--- src/rtl/addr_decoder_scan.sv ---
// addr_decoder_scan
// -----------------
// Registered one-hot select decoder with a sequential scan mode.
//
// Direct mode (mode=0 while idle): adr is decoded to a one-hot sel_x one
// cycle later, gated by select. An address outside 0..N_OUT-1 with select=1
// gives sel_x=0 and a one-cycle adr_err pulse.
//
// Scan mode (mode=1 and start=1 while idle): the select lines are walked from
// line 0 to line N_OUT-1. Each line is high for PULSE_LEN consecutive cycles,
// with no gap between lines. select=0 pauses the walk; the current line and
// its remaining count are kept until select returns. A one-cycle done pulse
// follows the last line. sel_x, cur_adr and busy stay aligned: every busy
// cycle with select held high shows the line named by cur_adr.
//
// Ports
//   clk      rising-edge clock
//   rst      synchronous active-high reset, overrides everything
//   mode     0 = direct decode, 1 = scan (sampled only when idle)
//   adr      direct-mode address
//   select   direct: output enable; scan: low = pause
//   start    scan trigger (sampled only when idle with mode=1)
//   sel_x    registered one-hot select, or all zero
//   cur_adr  line being driven (scan) or last decoded address (direct)
//   busy     high while scanning
//   done     one-cycle pulse when a scan finishes
//   adr_err  one-cycle pulse for an out-of-range direct-mode address

module addr_decoder_scan #(
  parameter int unsigned ADDR_W    = 3,
  parameter int unsigned N_OUT     = 8,
  parameter int unsigned PULSE_LEN = 4
) (
  input  logic              clk,
  input  logic              rst,
  input  logic              mode,
  input  logic [ADDR_W-1:0] adr,
  input  logic              select,
  input  logic              start,
  output logic [N_OUT-1:0]  sel_x,
  output logic [ADDR_W-1:0] cur_adr,
  output logic              busy,
  output logic              done,
  output logic              adr_err
);

  // A PULSE_LEN of 1 would give a zero-width counter; keep one bit that
  // simply never leaves zero.
  localparam int unsigned CntW = (PULSE_LEN > 1) ? $clog2(PULSE_LEN) : 1;

  localparam logic [CntW-1:0]   CntLast = CntW'(PULSE_LEN - 1);
  localparam logic [ADDR_W-1:0] AdrLast = ADDR_W'(N_OUT - 1);
  // One extra bit so N_OUT == 2**ADDR_W is representable.
  localparam logic [ADDR_W:0]   NOutExt = (ADDR_W + 1)'(N_OUT);

  localparam logic [1:0] StIdle = 2'd0;
  localparam logic [1:0] StScan = 2'd1;
  localparam logic [1:0] StDone = 2'd2;

  logic [1:0]        state_q, state_d;
  logic [N_OUT-1:0]  sel_x_q, sel_x_d;
  logic [ADDR_W-1:0] cur_adr_q, cur_adr_d;
  logic [CntW-1:0]   cnt_q, cnt_d;
  logic              adr_err_q, adr_err_d;

  logic              adr_in_range;
  logic              line_active;

  // Addresses N_OUT..2**ADDR_W-1 decode to all zero.
  function automatic logic [N_OUT-1:0] decode(input logic [ADDR_W-1:0] a);
    logic [N_OUT-1:0] v;
    v = '0;
    for (int unsigned i = 0; i < N_OUT; i++) begin
      if (a == ADDR_W'(i)) begin
        v[i] = 1'b1;
      end
    end
    return v;
  endfunction

  assign adr_in_range = ({1'b0, adr} < NOutExt);

  // A scan cycle counts toward the hold time only if the line was actually
  // driven in it; paused cycles show sel_x=0 and leave the count untouched.
  assign line_active = |sel_x_q;

  always_comb begin
    state_d   = state_q;
    sel_x_d   = '0;
    cur_adr_d = cur_adr_q;
    cnt_d     = cnt_q;
    adr_err_d = 1'b0;

    case (state_q)
      StIdle: begin
        if (mode) begin
          // Scan request wins over direct decode in this cycle.
          if (start) begin
            state_d   = StScan;
            cur_adr_d = '0;
            cnt_d     = '0;
            // Line 0 goes out together with busy so that the two stay aligned.
            if (select) begin
              sel_x_d = decode('0);
            end
          end
        end else if (select) begin
          cur_adr_d = adr;
          if (adr_in_range) begin
            sel_x_d = decode(adr);
          end else begin
            adr_err_d = 1'b1;
          end
        end
      end

      StScan: begin
        if (line_active) begin
          if (cnt_q == CntLast) begin
            cnt_d = '0;
            if (cur_adr_q == AdrLast) begin
              state_d = StDone;
            end else begin
              cur_adr_d = cur_adr_q + 1'b1;
            end
          end else begin
            cnt_d = cnt_q + 1'b1;
          end
        end
        if ((state_d == StScan) && select) begin
          sel_x_d = decode(cur_adr_d);
        end
      end

      StDone: begin
        state_d = StIdle;
      end

      default: begin
        state_d = StIdle;
      end
    endcase
  end

  always_ff @(posedge clk) begin
    if (rst) begin
      state_q   <= StIdle;
      sel_x_q   <= '0;
      cur_adr_q <= '0;
      cnt_q     <= '0;
      adr_err_q <= 1'b0;
    end else begin
      state_q   <= state_d;
      sel_x_q   <= sel_x_d;
      cur_adr_q <= cur_adr_d;
      cnt_q     <= cnt_d;
      adr_err_q <= adr_err_d;
    end
  end

  assign sel_x   = sel_x_q;
  assign cur_adr = cur_adr_q;
  assign busy    = (state_q == StScan);
  assign done    = (state_q == StDone);
  assign adr_err = adr_err_q;

endmodule

--- config.mk ---
export PLATFORM = sky130hd
export DESIGN_NAME = addr_decoder_scan
export DESIGN_NICKNAME = d
export VERILOG_FILES = /design/src/rtl/addr_decoder_scan.sv
export SDC_FILE = /design/constraint.sdc
export NUM_CORES = 1
export LEC_CHECK = 0
export ABC_CLOCK_PERIOD_IN_PS = 2150
export BUFFER_PORTS_ARGS = -buffer_cell sky130_fd_sc_hd__buf_2
export CORE_ASPECT_RATIO = 0.7
export CORE_UTILIZATION = 35
export DETAILED_ROUTE_END_ITERATION = 12
export HOLD_SLACK_MARGIN = 0.06
export PLACE_DENSITY = 0.59
export SKIP_CTS_REPAIR_TIMING = 1
export SKIP_LAST_GASP = 1
export SYNTH_ARGS = -nofsm -noshare
export SYNTH_HDL_FRONTEND = slang
export SYNTH_SLANG_ARGS = --single-unit
--- constraint.sdc ---
create_clock -name clk -period 2.15 [get_ports clk]
set_input_delay 0.215 -clock clk [delete_from_list [all_inputs] [get_ports clk]]
set_output_delay 0.215 -clock clk [all_outputs]
set_load 0.05 [all_outputs]
# After elaboration in Yosys (flattened, before gate mapping)
# Index checks and enable logic that the tools add are counted.
[op_classes]
add_sub_neg = 2
n_mul = 0
n_div = 0
magnitude_cmp = 0
n_eq_ne = 24
shift = 0
muxes = 42
bitwise_logic = 0
reduce_logical = 9
[op_table]
columns = ["operator", "n"]
rows = [
  ["3-bit equality test, second input constant", 9],
  ["8-bit two-way mux", 3],
  ["3-bit two-way mux", 7],
  ["2-bit two-way mux", 10],
  ["1-bit two-way mux", 18],
  ["8-bit case mux with 2 select lines", 1],
  ["3-bit by 2-bit equality test with 1-bit output, second input constant", 4],
  ["2-bit case mux with 2 select lines", 2],
  ["8-bit OR reduction", 1],
  ["3-bit by 1-bit equality test with 1-bit output, second input constant", 2],
  ["3-bit zero test", 2],
  ["3-bit != test, second input constant", 2],
  ["3-bit case mux with 2 select lines", 1],
  ["2-bit by 1-bit equality test with 1-bit output, second input constant", 2],
  ["2-bit equality test, second input constant", 2],
  ["2-bit != test, second input constant", 2],
  ["4-bit AND reduction", 1],
  ["3-bit by 1-bit adder with 3-bit output, second input constant", 1],
  ["3-bit AND reduction", 1],
  ["2-bit by 1-bit adder with 2-bit output, second input constant", 1],
  ["2-bit zero test", 1],
  ["2-bit by 1-bit != test with 1-bit output, second input constant", 1],
  ["2-bit AND reduction", 1],
  ["2-bit nonzero test", 1],
  ["1-bit logical AND", 1],
]
[word_totals]
regBits = 15
latch_bits = 0
ramBits = 0
rom_bits = 0
input_bits = 8
out_inout_bits = 14
word_cells = 81
n_memories = 0

# Logic depth before layout (Yosys ltp)
[depth]
ltp_word = 9
ltp_mapped = 6
mapped_depth_nobuf = 6

# Worst setup path after synthesis
# No wires, ideal clock.
[synth_path]
path_kind = "flip-flop to flip-flop"
startpoint = "register sel_x_q[7] (netlist: sel_x[7])"
endpoint = "register cur_adr_q[0] (netlist: cur_adr[0])"
setup_time_ps = 124
t_arrival_ps = 1855
required_ps = 2026
path_slack_ps = 171
stages_incl_launch_ff = 6
n_path_buf = 0
synth_period_minus_slack_ps = 1979
path_cell_list = "dfxtp_1 or4_4 o211ai_4 xnor2_1 a222oi_1 nor2_1"
[synth_via]
elab_chain_cells = 4
[synth_lines]
columns = ["element", "line_no", "source"]
rows = [
  ["from (decl)", "61", "logic [N_OUT-1:0] sel_x_q, sel_x_d;"],
  ["from (signal assigned)", "154", "sel_x_q <= sel_x_d;"],
  ["8-bit OR reduction", "85", "assign line_active = |sel_x_q;"],
  ["3-bit two-way mux", "118", "if (line_active) begin"],
  ["3-bit two-way mux", "94", "case (state_q)"],
  ["3-bit case mux with 2 select lines", "94", ""],
  ["to (signal assigned)", "155", "cur_adr_q <= cur_adr_d;"],
  ["to (decl)", "62", "logic [ADDR_W-1:0] cur_adr_q, cur_adr_d;"],
]
# Every way passes these cells. The select of a mux whose other input is x is not followed.
# A chain may end at the register's enable or synchronous reset.

# Final worst setup path
[layout_path]
startpoint = "register sel_x_q[7] (netlist: sel_x[7])"
endpoint = "register sel_x_q[5] (netlist: sel_x[5])"
[layout_via]
elab_chain_cells = 7
elab_cells_between_ends = 11
cone_classes = "eq/ne: 2; mux: 7; reduce/logical: 2"
[layout_lines]
columns = ["element", "line_no", "source"]
rows = [
  ["8-bit OR reduction (*)", "85", ""],
  ["3-bit two-way mux or 2-bit two-way mux (tied branches)", "118", ""],
  ["3-bit two-way mux or 2-bit two-way mux (tied branches)", "94", ""],
  ["3-bit equality test or 2-bit by 1-bit equality test with 1-bit output (tied branches)", "74, 130", ""],
  ["1-bit two-way mux or 1-bit logical AND (tied branches)", "74, 130", ""],
  ["8-bit two-way mux (*)", "130", "if ((state_d == StScan) && select) begin"],
  ["8-bit case mux with 2 select lines (*)", "94", ""],
]
# Every way passes the cells marked *; elsewhere a longest branch is shown, timed or not. The select of a mux whose other input is x is not followed.

==> impl_metrics.toml <==
[outcome]
outcome = "complete, no violations"

[finish]
layout-drive-gt1-share = 0.258
final_common_cell = "buf_2"
final_cells = 156
fin_nets = 135
layout_common_cells = "20 x buf_2, 15 x dfxtp_1, 12 x nor2_1"
num_antenna_cells = 0
syn2layout_area_growth_pct = 18.2

[hold_path]
hold_class = "in -> reg"

[synthesis]
async_flop_share = 0
synth_ff_type = "dfxtp_1"
synth-edff-count = 0
yosysWarnings = 0
yosysSeqAreaShare = 0.349
syn_area_per_cell_um2 = 8.36
syn_nets = 113
syn_area_um2 = 861
synthCells = 103
synth.distinct_cells = 35
ys_seq_elements = 15

[sta]
finalCritPeriodShare = 0.911
slew_headroom = 0.583
clock_skew_ps = 2.74
timing.final.ws_setup_ps = 191
fmax_mhz = 510
worst_pin_slew_ps = 623
layout_min_cycle_time_ps = 1960
setup_tns_ps = 0
holdWs_ps = 208
setup_viol = 0
hold_viol_final = 0
rsz0062_at_grt = "no"
drv_slew = 0

[clock_network]
root_buffer = "clkbuf_4"
cts_tree = "built"
htree_levels = 1
clock-sinks = 15
numCtsBuffers = 3
cts.clk_slew.worst_paths_ps = 100
clk_latency_ps = 300
clk_path_buf_depth = 2

[setup_path]
path_class = "reg -> reg"
cp-end-kind = "register"
critPathLaunchType = "register"
critical_path_required_ps = 2380
arrival_ps = 2190
crit_fanout = 4

[power_and_ir_drop]
ir_drop_v = 0.000243
power_density_nw_per_um2 = 581
leakagePower_nw = 0.449

[floorplanning]
die_area_um2 = 2670
die_x_um = 61.3
core_area_um2 = 2240
placementRows = 14
die_h_um = 43.5
pin_count = 22
start_util = 0.384

[grt]
antenna_found_initial = 0
grt_max_degree = 13
grt_pass1_wl_um = 3410
gr-total-overflow = 0
grt_usage = 0.178
grt_pass1_vias = 734

[placed_design]
io_buffers = 20
globalplace.congestion = 0.894
dpl.hpwl_um = 1660
preCtsSetupSlack_ps = 221
place_inst = 152

[drt]
wl_um = 2090
viasPerCell = 5.27
drc = 0
wl_per_cell_um = 13.4
drt_pass1_iterations = 4
ant_nets = 0
drt_iter0_markers = 36
num_vias = 822

[run]
max_cap_viol_count = 0
==> critical path, stage by stage, from the launching register on <==
cell	delay, ps
dfxtp_1	320
or4_4	570
o211ai_1	340
mux2i_1	370
nand2_1	130
o21ai_0	160
==> layout make-up <==
cell class                      instances  area [um^2]
Clock inverter                          1         5.00
Multi-Input combinational cell         82          531
Tap cell                               32         40.0
Fill cell                             260         1220
Inverter                                1         3.75
Timing Repair Buffer                   22          115
Clock buffer                            3         22.5
Sequential cell                        15          300
==> through the flow <==
step	total power [mW]	util	area (um^2)
2_1_floorplan	0.392	-	861
6_report	0.591	0.454	1020
3_3_place_gp	0.425	0.441	990
4_1_cts	0.598	0.454	1020
5_1_grt	0.625	0.454	1020
3_5_place_dp	0.425	0.441	990
==> cells by family (layout without fill, tap and decap cells) <==
group,Yosys count,count (layout),synth area share
fa+ha+maj,2,2,0.0291
other cells,1,1,0.00436
mux,6,6,0.0698
simple gates,51,51,0.315
xor+xnor,1,1,0.0102
compound gates,21,21,0.187
flops,15,15,0.349
buf+inv,6,27,0.0349
==> flip-flops by register name (all words and copies together) (netlist names) <==
name / flops
sel_x: 8
cnt_q: 2
cur_adr: 3
state_q: 2
==> worst paths after layout <==
path                               start         end  slack [ps]  depth (start not counted)
worst max-delay path            sel_x[7]    sel_x[5]         190                          5
worst min-delay path                 rst  cur_adr[1]         210                          2
worst max register to register  sel_x[7]    sel_x[5]         190                          5
worst min register to register  cnt_q[1]    cnt_q[1]         530                          2
==> cells in the mapped netlist, drive strengths merged (3+ instances only) <==
library cell | number | area share
nand2 | 10 | 0.044
mux2i | 6 | 0.070
or2 | 3 | 0.022
buf | 4 | 0.026
nor2 | 12 | 0.052
a21oi | 3 | 0.017
nor3 | 5 | 0.029
nand3 | 4 | 0.023
nand2b | 3 | 0.022
nor2b | 5 | 0.036
dfxtp | 15 | 0.35
o21ai | 7 | 0.041
==> per-layer routing <==
layer,global-route usage,part of all wire
met5,0,0
met4,0.0273,0
met3,0.0567,0.059
met2,0.243,0.40
met1,0.274,0.54
==> power by group <==
part	leakage (nW)	switching, mW	internal (mW)
registers	0.122	0.00801	0.286
clock network	0.0177	0.103	0.0694
logic	0.309	0.0826	0.0416
(Power assumes the default switching activity.)
